==> config.mk <==
export PLATFORM = sky130hd
export DESIGN_NAME = adc_frame_reader
export DESIGN_NICKNAME = d
export VERILOG_FILES = /design/src/rtl/adc_reader_pkg.sv /design/src/rtl/adc_sclk_gen.sv /design/src/rtl/adc_frame_reader.sv
export SDC_FILE = /design/constraint.sdc
export NUM_CORES = 1
export LEC_CHECK = 0
export BUFFER_PORTS_ARGS = -buffer_cell sky130_fd_sc_hd__buf_2
export CORE_UTILIZATION = 60
export CTS_BUF_LIST = sky130_fd_sc_hd__clkbuf_16
export DETAILED_ROUTE_END_ITERATION = 8
export GPL_TIMING_DRIVEN = 0
export PLACE_DENSITY = 0.82
export SETUP_SLACK_MARGIN = 0.02
export SYNTH_ARGS = -nofsm -noshare
export SYNTH_HDL_FRONTEND = slang
export SYNTH_SLANG_ARGS = --single-unit
==> constraint.sdc <==
create_clock -name clk -period 6.29 [get_ports clk]
set_input_delay 0.3145 -clock clk [delete_from_list [all_inputs] [get_ports clk]]
set_output_delay 0.3145 -clock clk [all_outputs]
set_load 0.1 [all_outputs]
==> src/rtl/adc_reader_pkg.sv <==
// adc_reader_pkg: shared types and default sizing for the serial-ADC frame reader.
//   state_t      - reader FSM states
//   DEF_*        - default parameter values for adc_frame_reader
//   IDX_W        - width of the accepted-sample counter
//   cnt_w()      - counter width able to hold 0..n-1 (never narrower than 1 bit)
package adc_reader_pkg;

  localparam int unsigned DEF_DATA_W     = 12;
  localparam int unsigned DEF_FRAME_BITS = 16;
  localparam int unsigned DEF_CLK_DIV    = 2;
  localparam int unsigned DEF_QUIET_CYC  = 4;
  localparam int unsigned IDX_W          = 16;

  typedef enum logic [1:0] {
    IDLE     = 2'd0,
    CS_SETUP = 2'd1,
    SHIFT    = 2'd2,
    QUIET    = 2'd3
  } state_t;

  function automatic int unsigned cnt_w(input int unsigned n);
    return (n > 1) ? $clog2(n) : 1;
  endfunction

endpackage

==> src/rtl/adc_sclk_gen.sv <==
// adc_sclk_gen: half-period divider producing the ADC serial clock.
//   clk, rst  - system clock, async active-low reset
//   load      - start a burst: sclk driven low, divider restarted
//   run       - keep dividing; when neither load nor run, sclk idles high
//   sclk      - registered serial clock
//   rise_c    - this clk edge drives sclk 0->1 (data sampling edge)
//   fall_c    - this clk edge ends a high phase
module adc_sclk_gen
  import adc_reader_pkg::*;
#(
  parameter int unsigned CLK_DIV = DEF_CLK_DIV
) (
  input  logic clk,
  input  logic rst,
  input  logic load,
  input  logic run,
  output logic sclk,
  output logic rise_c,
  output logic fall_c
);

  localparam int unsigned CNT_W = cnt_w(CLK_DIV);

  logic [CNT_W-1:0] cnt;
  logic             phase_end;

  // Strobes come from registered state only, so the FSM can use them
  // to decide its next state without a combinational loop through run.
  assign phase_end = (cnt == CNT_W'(CLK_DIV - 1));
  assign rise_c    = phase_end & ~sclk;
  assign fall_c    = phase_end & sclk;

  // Divider counter and serial clock register
  always_ff @(posedge clk or negedge rst) begin
    if (!rst) begin
      cnt  <= '0;
      sclk <= 1'b1;
    end else if (load) begin
      cnt  <= '0;
      sclk <= 1'b0;
    end else if (run) begin
      if (phase_end) begin
        cnt  <= '0;
        sclk <= ~sclk;
      end else begin
        cnt <= cnt + CNT_W'(1);
      end
    end else begin
      cnt  <= '0;
      sclk <= 1'b1;
    end
  end

endmodule

==> src/rtl/adc_frame_reader.sv <==
// adc_frame_reader: reads conversion frames from a serial ADC and presents
// each sample through a one-entry valid/ready buffer.
//   clk, rst           - system clock, async active-low reset
//   enable             - continuous conversions while high
//   adc_sdata          - serial data from the ADC (MSB first)
//   adc_cs_n, adc_sclk - registered chip select / serial clock to the ADC
//   sample_data/valid  - buffered sample, held until sample_ready
//   sample_ready       - downstream accept
//   sample_index       - count of accepted samples (wraps)
//   frame_err          - sticky: a leading non-data bit read as 1
//   overrun            - sticky: a frame completed while the buffer was full
//   clr_flags          - clears both sticky flags (a same-cycle set wins)
module adc_frame_reader
  import adc_reader_pkg::*;
#(
  parameter int unsigned DATA_W     = DEF_DATA_W,
  parameter int unsigned FRAME_BITS = DEF_FRAME_BITS,
  parameter int unsigned CLK_DIV    = DEF_CLK_DIV,
  parameter int unsigned QUIET_CYC  = DEF_QUIET_CYC
) (
  input  logic              clk,
  input  logic              rst,
  input  logic              enable,
  input  logic              adc_sdata,
  output logic              adc_cs_n,
  output logic              adc_sclk,
  output logic [DATA_W-1:0] sample_data,
  output logic              sample_valid,
  input  logic              sample_ready,
  output logic [IDX_W-1:0]  sample_index,
  output logic              frame_err,
  output logic              overrun,
  input  logic              clr_flags
);

  localparam int unsigned BIT_W = cnt_w(FRAME_BITS + 1);
  localparam int unsigned CYC_W = cnt_w((CLK_DIV > QUIET_CYC) ? CLK_DIV : QUIET_CYC);

  state_t                state;
  state_t                state_nx;
  logic [CYC_W-1:0]      cyc_cnt;
  logic [BIT_W-1:0]      bit_cnt;
  logic [FRAME_BITS-1:0] shreg;

  logic sclk_rise_c;
  logic sclk_fall_c;
  logic sclk_load_c;
  logic sclk_run_c;
  logic shift_c;
  logic frame_done_c;
  logic accept_c;
  logic lead_err_c;
  logic ovr_set_c;

  adc_sclk_gen #(
    .CLK_DIV (CLK_DIV)
  ) u_sclk_gen (
    .clk    (clk),
    .rst    (rst),
    .load   (sclk_load_c),
    .run    (sclk_run_c),
    .sclk   (adc_sclk),
    .rise_c (sclk_rise_c),
    .fall_c (sclk_fall_c)
  );

  // State register
  always_ff @(posedge clk or negedge rst) begin
    if (!rst) state <= IDLE;
    else      state <= state_nx;
  end

  // Next-state and per-cycle control strobes
  always_comb begin
    state_nx     = state;
    sclk_load_c  = 1'b0;
    sclk_run_c   = 1'b0;
    shift_c      = 1'b0;
    frame_done_c = 1'b0;
    accept_c     = sample_valid & sample_ready;
    lead_err_c   = 1'b0;
    ovr_set_c    = 1'b0;

    case (state)
      IDLE:     if (enable) state_nx = CS_SETUP;
      CS_SETUP: if (cyc_cnt == CYC_W'(CLK_DIV - 1)) state_nx = SHIFT;
      // The frame ends at the close of the last high phase, sclk left high.
      SHIFT:    if (sclk_fall_c && (bit_cnt == BIT_W'(FRAME_BITS))) state_nx = QUIET;
      QUIET:    if (cyc_cnt == CYC_W'(QUIET_CYC - 1)) state_nx = enable ? CS_SETUP : IDLE;
      default:  state_nx = IDLE;
    endcase

    sclk_load_c  = (state != SHIFT) && (state_nx == SHIFT);
    sclk_run_c   = (state == SHIFT) && (state_nx == SHIFT);
    shift_c      = (state == SHIFT) && sclk_rise_c;
    frame_done_c = (state == SHIFT) && (state_nx == QUIET);
    lead_err_c   = frame_done_c && ((shreg >> DATA_W) != '0);
    ovr_set_c    = frame_done_c && sample_valid && !accept_c;
  end

  // Phase timer for CS_SETUP and QUIET, restarted on every state change
  always_ff @(posedge clk or negedge rst) begin
    if (!rst)                                        cyc_cnt <= '0;
    else if (state_nx != state)                      cyc_cnt <= '0;
    else if ((state == CS_SETUP) || (state == QUIET)) cyc_cnt <= cyc_cnt + CYC_W'(1);
  end

  // Bit counter and deserialiser, sampled on the edge that raises sclk
  always_ff @(posedge clk or negedge rst) begin
    if (!rst) begin
      bit_cnt <= '0;
      shreg   <= '0;
    end else if (sclk_load_c) begin
      bit_cnt <= '0;
    end else if (shift_c) begin
      bit_cnt <= bit_cnt + BIT_W'(1);
      shreg   <= {shreg[FRAME_BITS-2:0], adc_sdata};
    end
  end

  // Chip select follows the state being entered so it is registered
  always_ff @(posedge clk or negedge rst) begin
    if (!rst) adc_cs_n <= 1'b1;
    else      adc_cs_n <= ~((state_nx == CS_SETUP) || (state_nx == SHIFT));
  end

  // One-entry output buffer; a full buffer drops the new sample
  always_ff @(posedge clk or negedge rst) begin
    if (!rst) begin
      sample_data  <= '0;
      sample_valid <= 1'b0;
      sample_index <= '0;
    end else begin
      if (frame_done_c && (!sample_valid || accept_c)) begin
        sample_data  <= shreg[DATA_W-1:0];
        sample_valid <= 1'b1;
      end else if (accept_c) begin
        sample_valid <= 1'b0;
      end
      if (accept_c) sample_index <= sample_index + IDX_W'(1);
    end
  end

  // Sticky flags
  always_ff @(posedge clk or negedge rst) begin
    if (!rst) begin
      frame_err <= 1'b0;
      overrun   <= 1'b0;
    end else begin
      frame_err <= lead_err_c | (frame_err & ~clr_flags);
      overrun   <= ovr_set_c  | (overrun   & ~clr_flags);
    end
  end

endmodule

==> results of run 1 <==
[power by group through the flow]
| stage | Combinational, µW | Clock, µW | Sequential (µW) |
|---|---|---|---|
| 2_1_floorplan | 137 | 0 | 620 |
| 3_3_place_gp | 345 | 0 | 472 |
| 3_5_place_dp | 353 | 0 | 474 |
| 4_1_cts | 357 | 416 | 469 |
| 5_1_grt | 379 | 437 | 476 |
| 6_report | 355 | 407 | 468 |
[final cells by class]
cell class	count	area, µm²
clock buffer	9	225
sequential	59	1480
clock inverter	7	27.5
tap	50	62.6
buffer	4	27.5
multi-input combinational	117	952
inverter	8	30.0
fill	267	1000
timing repair buffer	38	193
[metrics by stage]
step                      setup slack [ns]  cells  utilization  hold WS [ns]
after floorplan                       3.85    188            -        0.0189
after global placement                3.80    276        0.685         0.458
after detailed placement              3.71    276        0.685         0.470
after CTS                             3.65    292        0.749         0.187
after global routing                  3.53    292        0.749         0.122
final                                 3.67    292        0.749        0.0607
[worst max-delay path by stage]
stage                                  endpoint  slack [ns]  cells past startpoint
floorplan           sample_data[10]$_DFFE_PN0P_        3.85                      8
global placement    sample_data[11]$_DFFE_PN0P_        3.80                     10
detailed placement   sample_data[8]$_DFFE_PN0P_        3.71                     10
CTS                  sample_data[8]$_DFFE_PN0P_        3.65                     10
global route         sample_data[8]$_DFFE_PN0P_        3.53                     10
finish               sample_data[8]$_DFFE_PN0P_        3.67                     10
[metal layers]
metal,wire length (µm),share of wire,global-route usage
met5,0,0,0
met1,1960,0.45,0.300
met4,65,0.015,0.104
met3,221,0.051,0.0810
met2,2120,0.49,0.375
[registers in the layout, indices dropped and copies added (netlist names), 2 cells and up]
| name | count |
|---|---|
| cyc_cnt | 2 |
| shreg | 16 |
| sample_index | 16 |
| sample_data | 12 |
| state | 2 |
| bit_cnt | 5 |
[cells in the mapped netlist, types with 3 or more instances]
master / count / area, µm²
mux2_2: 3 / 33.8
xor2_1: 5 / 43.8
inv_1: 8 / 30.0
nand3_1: 6 / 30.0
xnor2_1: 14 / 123
nand2_1: 13 / 48.8
nor2_1: 7 / 26.3
buf_4: 3 / 22.5
dfrtp_1: 57 / 1430
o21ai_0: 4 / 20.0
ha_1: 7 / 87.6
mux2_1: 26 / 293
nand4_1: 7 / 43.8
[cells by family after synthesis]
family / Yosys count / synth area share
muxes: 29 / 0.131
DFF: 59 / 0.594
buffers and inverters: 12 / 0.0231
AOI/OAI and AO/OA: 13 / 0.0337
and+or+nand+nor: 49 / 0.116
adders and majority gates: 7 / 0.0352
xor gates and xnor gates: 19 / 0.0669
==> results.cfg, run 1 <==
[outcome]
outcome = finished, final reports clean

[power]
power_uw = 1230
peakVddDrop_mv = 0.267
p_leak_uw = 0.00159
intPower_uw = 774
power_density_mw_per_mm2 = 411
p_clk_frac = 0.331
p_sw_frac = 0.371
p_seq_frac = 0.381
combinationalPowerShare = 0.288
switchingPower_uw = 457

[clocking]
cts_setup_buffers = 0
htreeDepth = 3
numCtsBuffers = 9
cts_tree = yes
cts_buffer_depth = 2
cts.clk_slew.worst_paths_ns = 0.05
clk_latency_ns = 0.32
cts_hold_buf = 0
cts.sinks = 59
cts_root_buf = clkbuf_16
cts-resized-gates = 0

[synth]
synth_edf_count = 0
synth_cell_type_count = 35
syn_area_mm2 = 0.00249
synth_flop_cell = dfrtp_1
synthCells = 188
ys_ff_latch = 59
ys_async_sr_fraction = 1.00
syn_area_per_cell_um2 = 13.2
synth-seq-area-share = 0.594
yosys_warnings = 0
synth_fp_nets = 201

[timing]
final.min_clock_period_ns = 2.62
min_period_over_period = 0.416
rsz0062_at_grt = false
relSlewSlack = 0.524
hold_violations = 0
fin_skew_ns = 0.00462
worstMarginPinSlew_ns = 0.715
final_max_slew_viol_count = 0
clock.fmax_mhz = 382
setup_viol = 0
fin_tns_setup_ns = 0

[grt]
grt_max_degree = 60
grt_pass1_vias = 1573
grt_use_total = 0.239
antenna_found_initial = 0
grt_pass1_wl_um = 7430
grt_overflow = 0

[setup_path]
worst-path-buf-inv = 2
crit_top_cell = ha_1
r2r_cells = 10
cp-startpoint = bit_cnt[0]$_DFFE_PN0P_
crit_type = flop to flop
crit_arrival_ns = 2.81
crit_slowest_cell = dfrtp_1
timing.rr.start = bit_cnt[0]$_DFFE_PN0P_
crit_family = simple AND/OR/NAND/NOR gates
cp_slowest_stage_delay_ns = 0.42
crit_fanout = 10
crit_path_start_kind = flop
required_ns = 6.48
cp-end-kind = flop
r2r_slack_ns = 3.67
path_cells = inv_1 -> ha_1 -> nor4bb_1 -> a221oi_2 -> a21oi_1 -> ha_1 -> nand3b_4 -> nor2b_2 -> buf_4 -> mux2_1
reg2reg_to = sample_data[8]$_DFFE_PN0P_

[die]
fp.dieH_um = 66.4
die_width_um = 66.4
die_area_mm2 = 0.00441
boundaryPins = 39
start_util = 0.622
rows = 23
coreArea_mm2 = 0.00400

[placement]
portBuffers = 38
hpwlAfterDp_um = 2890
dpl_cell_area_mm2 = 0.00274
gp_congestion = 0.736

[layout]
syn_to_final_growth_pct = 20.4
diodes = 0
fin_area_mm2 = 0.00300
finalNetCount = 250
mostFrequentLayoutCell = dfrtp_1
drive_gt1_frac = 0.256
mostFrequentLayoutCells = dfrtp_1 (57), buf_2 (38), mux2_1 (26)

[routing]
drc = 0
wl_um = 4360
first_pass_iters = 4
vias_per_cell = 5.49
ant_nets = 0
num_vias = 1602
drt_iter0_drc = 133
wl_per_cell_um = 14.9

[worst_hold_path]
holdCritPathClass = input port to asynchronous set/reset pin

[run]
maxCapViolations = 0
(Power assumes the default switching activity.)
==> run 2: changes to the inputs <==
--- a/config.mk
+++ b/config.mk
@@ -6,11 +6,11 @@
 export NUM_CORES = 1
 export LEC_CHECK = 0
 export BUFFER_PORTS_ARGS = -buffer_cell sky130_fd_sc_hd__buf_2
-export CORE_UTILIZATION = 60
+export CORE_UTILIZATION = 55
 export CTS_BUF_LIST = sky130_fd_sc_hd__clkbuf_16
 export DETAILED_ROUTE_END_ITERATION = 8
 export GPL_TIMING_DRIVEN = 0
-export PLACE_DENSITY = 0.82
+export PLACE_DENSITY = 0.76
 export SETUP_SLACK_MARGIN = 0.02
 export SYNTH_ARGS = -nofsm -noshare
 export SYNTH_HDL_FRONTEND = slang
==> constraint.sdc (replaced) <==
create_clock -name clk -period 2.55 [get_ports clk]
set_input_delay 0.1275 -clock clk [delete_from_list [all_inputs] [get_ports clk]]
set_output_delay 0.1275 -clock clk [all_outputs]
set_load 0.1 [all_outputs]
==> run 2 against run 1 <==
Clock skew increased by 0.0026 ns. Non-clock buffer count increased by 1. Routed wire length decreased by 6.2%. Design area increased by 1.4%. Flip-flop and latch count unchanged. Combinational power increased by 150%. Clock-buffer cell count unchanged. Utilization decreased by 5.1 points. Largest power group unchanged.
==> results.cfg, run 2 (same netlist as run 1, synthesis figures left out) <==
[layout]
finalNetCount = 251
drive_gt1_frac = 0.267
top_regs = sample_index (16), shreg (16), sample_data (12)
mostFrequentLayoutCell = dfrtp_1
mostFrequentLayoutCells = dfrtp_1 (57), buf_2 (38), mux2_1 (26)
syn_to_final_growth_pct = 22.1
final_cell_count_no_fill = 295
diodes = 0
fin_area_mm2 = 0.00304
utilization = 0.698

[clocking]
htreeDepth = 3
cts_setup_buffers = 0
clk_latency_ns = 0.32
numCtsBuffers = 9
cts_root_buf = clkbuf_16
cts.sinks = 59
cts.clk_slew.worst_paths_ns = 0.05
cts_tree = yes
cts_buffer_depth = 2

[setup_path]
reg2reg_to = sample_data[10]$_DFFE_PN0P_
r2r_cells = 10
crit_fanout = 10
required_ns = 2.74
cp-startpoint = bit_cnt[0]$_DFFE_PN0P_
timing.rr.start = bit_cnt[0]$_DFFE_PN0P_
r2r_slack_ns = 0.18
crit_type = flop to flop
crit_arrival_ns = 2.57
cp-end-kind = flop
crit_path_start_kind = flop

[die]
die_width_um = 69.3
rows = 24
boundaryPins = 39
start_util = 0.572
coreArea_mm2 = 0.00435
fp.dieH_um = 69.3
die_area_mm2 = 0.00480

[timing]
fin_ws_ns = 0.177
hold_violations = 0
final_max_slew_viol_count = 0
fin_skew_ns = 0.00718
hold_ws_ns = 0.0188
relSlewSlack = 0.527
final.min_clock_period_ns = 2.37
clock.fmax_mhz = 421
worstMarginPinSlew_ns = 0.710
min_period_over_period = 0.930
setup_viol = 0

[grt]
grt_overflow = 0
gr-usage-met1 = 0.250
grt_use_total = 0.193
grt_util_met3 = 0.0509
grt_pass1_wl_um = 7210
grt_pass1_vias = 1587
met2_usage = 0.301
grt_max_degree = 60
busiest_layer = met2
antenna_found_initial = 0

[outcome]
outcome = finished, final reports clean

[routing]
vias_per_cell = 5.33
drt_iter0_drc = 94
ant_nets = 0
wl_per_cell_um = 13.9
wl_um = 4090
num_vias = 1571
first_pass_iters = 4
drc = 0

[placement]
portBuffers = 38
place_ws_ns = 0.0114
dp.cells = 278
gp_congestion = 0.791
hpwlAfterDp_um = 2710
dpl_cell_area_mm2 = 0.00274

[run]
maxCapViolations = 0

[power]
power_density_mw_per_mm2 = 1000
peakVddDrop_mv = 0.581
p_leak_uw = 0.00161

[worst_hold_path]
whs_path_depth = 2
hold_end = frame_err$_DFF_PN0_
holdCritPathClass = input port to flop
min_from = clr_flags
run 2: worst max-delay path: stages, from the launching register on:
cell      delay [ns]
dfrtp_1         0.42
inv_1           0.08
ha_1            0.15
nor4bb_4        0.33
a221oi_2        0.14
a21oi_2         0.14
ha_1            0.21
nand3b_4        0.11
nor2b_4         0.17
buf_6           0.17
mux2_1          0.33
run 2: cell type report:
type | instances | area [µm²]
flip-flops and latches | 59 | 1480
fillers | 310 | 1320
multi-input cells | 117 | 976
clock buffers | 9 | 225
repair buffers | 39 | 203
well taps | 52 | 65.1
plain buffers | 4 | 31.3
inverters | 8 | 30.0
clock inverters | 7 | 28.8
run 2: layer usage:
metal	share of wire	up-vias
li1	-	760
met1	0.46	772
met2	0.49	34
met3	0.040	5
met4	0.011	0
met5	0	-
run 2: worst max path at each step:
stage                                              to  slack, ns  cells past startpoint
after detailed placement   sample_data[8]$_DFFE_PN0P_       0.01                     10
after floorplan           sample_data[10]$_DFFE_PN0P_       0.11                      8
after global placement    sample_data[10]$_DFFE_PN0P_       0.05                     10
final                     sample_data[10]$_DFFE_PN0P_       0.18                     10
after global routing      sample_data[10]$_DFFE_PN0P_      -0.02                     10
after CTS                 sample_data[10]$_DFFE_PN0P_       0.05                     10
run 2: repair_timing:
| item | CTS | global route |
|---|---|---|
| hold buffers | 0 | 1 |
| endpoints found under the hold margin | 0 | 57 |
| resized for setup | 1 | 4 |
| endpoints found under the setup margin | 10 | 10 |
| pin swaps | 0 | 0 |
run 2: power by group:
| group | internal, µW | total, µW | leakage [µW] | switching (µW) |
|---|---|---|---|---|
| clock network | 633 | 1010 | 0.000134 | 373 |
| logic | 240 | 885 | 0.000679 | 645 |
| registers | 1050 | 1150 | 0.000795 | 106 |
run 2: stage by stage:
step,setup TNS (ns),power [µW]
floorplan,0,1870
finish,0,3040
global placement,0,2020
detailed placement,0,2040
global route,-0.0561,3200
CTS,0,3050
==> run 3: changes to the inputs <==
--- a/config.mk
+++ b/config.mk
@@ -6,11 +6,12 @@
 export NUM_CORES = 1
 export LEC_CHECK = 0
 export BUFFER_PORTS_ARGS = -buffer_cell sky130_fd_sc_hd__buf_2
-export CORE_UTILIZATION = 55
+export CORE_UTILIZATION = 50
 export CTS_BUF_LIST = sky130_fd_sc_hd__clkbuf_16
 export DETAILED_ROUTE_END_ITERATION = 8
 export GPL_TIMING_DRIVEN = 0
-export PLACE_DENSITY = 0.76
+export PLACE_DENSITY = 0.73
+export RECOVER_POWER = 50
 export SETUP_SLACK_MARGIN = 0.02
 export SYNTH_ARGS = -nofsm -noshare
 export SYNTH_HDL_FRONTEND = slang
==> constraint.sdc (replaced) <==
create_clock -name clk -period 2.1 [get_ports clk]
set_input_delay 0.105 -clock clk [delete_from_list [all_inputs] [get_ports clk]]
set_output_delay 0.105 -clock clk [all_outputs]
set_load 0.1 [all_outputs]
==> run 3 against run 2 <==
The run now ends with negative setup slack left. Non-clock buffer count rose by 11. Critical path depth decreased by 1. Die area rose by 9.7%. Sequential share of layout area is 3.5 points lower. Setup slack got worse by 0.30 ns. Global-route usage shrank 0.32 points. First-iteration DRC count is 16% lower. Critical path type unchanged. Worst hold slack got worse by 0.017 ns. Sequential power increased by 23%. Design area grew 7.9%.
==> results.cfg, run 3 (same netlist as run 1, synthesis figures left out) <==
[timing]
fin_skew_ns = 0.00379
final_max_slew_viol_count = 0
clock.fmax_mhz = 450
worstMarginPinSlew_ns = 1.41
min_period_over_period = 1.06
setup_viol = 12
fin_tns_setup_ns = -1.24
rsz0062_at_grt = true
fin_ws_ns = -0.123
hold_ws_ns = 0.00180
hold_violations = 0
relSlewSlack = 0.0629
final.min_clock_period_ns = 2.22

[power]
power_density_mw_per_mm2 = 1240
peakVddDrop_mv = 0.850
p_leak_uw = 0.00167

[clocking]
cts_buffer_depth = 2
numCtsBuffers = 9
cts.sinks = 59
htreeDepth = 3
cts.clk_slew.worst_paths_ns = 0.05
clk_latency_ns = 0.32
cts_tree = yes
cts_root_buf = clkbuf_16

[layout]
drive_gt1_frac = 0.366
mostFrequentLayoutCells = dfrtp_1 (57), buf_2 (35), mux2_1 (16)
syn_to_final_growth_pct = 31.7
top_regs = sample_index (16), shreg (16), sample_data (12)
fill_cells = 341
mostFrequentLayoutCell = dfrtp_1
final_cell_count_no_fill = 321
diodes = 0
finalNetCount = 262

[die]
fp.dieH_um = 72.6
coreArea_mm2 = 0.00475
die_area_mm2 = 0.00526
rows = 25
die_width_um = 72.6
boundaryPins = 39
start_util = 0.523

[placement]
portBuffers = 38
place_ws_ns = -0.354
hpwlAfterDp_um = 2720
gp_congestion = 0.808
dp.cells = 293

[routing]
num_vias = 1615
wl_per_cell_um = 13.9
drc = 0
vias_per_cell = 5.03
ant_nets = 0
first_pass_iters = 4
drt_iter0_drc = 79
wl_um = 4470

[setup_path]
crit_path_start_kind = flop
cp-end-kind = flop
crit_arrival_ns = 2.43
crit_type = flop to flop
required_ns = 2.30
crit_fanout = 8

[grt]
grt_use_total = 0.190
antenna_found_initial = 0
grt_pass1_wl_um = 7360
grt_overflow = 0
grt_pass1_vias = 1627
grt_max_degree = 60

[outcome]
outcome = complete, but fails checks
violations = negative setup slack

[worst_hold_path]
holdCritPathClass = input port to flop

[run]
maxCapViolations = 0
==> run 3: cell types whose count changed in the layout (fill, tap and decap cells not counted), moves of 3 or more <==
cell      change
clkbuf_1      +3
clkinv_2      +3
buf_4         +7
mux2_4       +12
inv_1         -4
mux2_1       -10
buf_2         -3
==> run 3: cell type report <==
class | count | area (µm²) | share of cell area
tap | 67 | 83.8 | 0.0256
sequential | 59 | 1480 | 0.452
buffer | 4 | 35.0 | 0.0107
clock inverter | 7 | 58.8 | 0.0179
multi-input combinational | 117 | 1060 | 0.323
clock buffer | 9 | 225 | 0.0687
timing repair buffer | 50 | 303 | 0.0924
inverter | 8 | 30.0 | 0.00916
==> run 3: critical path, stage by stage, from the launching register on <==
cell and delay, ns:
dfrtp_1 0.50, inv_1 0.15, nand2_1 0.12, o21ai_0 0.15, a21oi_2 0.19, ha_2 0.21
nand3b_4 0.09, nor2b_4 0.22, clkbuf_16 0.19, mux2_4 0.29
==> run 3: repair_timing <==
item | CTS | global route
buffers inserted | 6 | 3
endpoints found under the hold margin | 2 | 57
gates cloned | 1 | 0
endpoints found under the setup margin | 14 | 14
pin swaps | 2 | 1
hold buffers | 1 | 1
gates resized for setup | 3 | 10
==> run 3: power breakdown <==
| part | internal, µW | switching, µW |
|---|---|---|
| combinational | 422 | 846 |
| sequential | 1280 | 130 |
| clock | 901 | 487 |
| total | 2600 | 1460 |
==> run 3: worst paths after layout <==
check,from,end,slack (ns),cells past startpoint
worst max-delay path,state[1]$_DFF_PN0_,sample_data[9]$_DFFE_PN0P_,-0.12,9
worst min-delay path,adc_sdata,shreg[0]$_DFFE_PN0P_,0.002,2
worst max register to register,state[1]$_DFF_PN0_,sample_data[9]$_DFFE_PN0P_,-0.12,9
worst min register to register,sample_index[15]$_DFFE_PN0P_,sample_index[15]$_DFFE_PN0P_,0.48,1
max in group asynchronous,rst,cyc_cnt[0]$_DFFE_PN0P_,0.61,2
min in group asynchronous,rst,sample_data[6]$_DFFE_PN0P_,0.65,2
==> run 3: metrics by stage <==
step	cell area, µm²	power (µW)	util
floorplan	2570	2350	-
global placement	2850	2530	0.598
detailed placement	2850	2550	0.598
CTS	3220	4050	0.678
global route	3280	4260	0.689
finish	3280	4060	0.689
==> run 3: per-layer routing <==
layer	track usage	part of all wire
met2	0.292	0.49
met1	0.241	0.45
met5	0	0
met4	0.0784	0.013
met3	0.0736	0.047
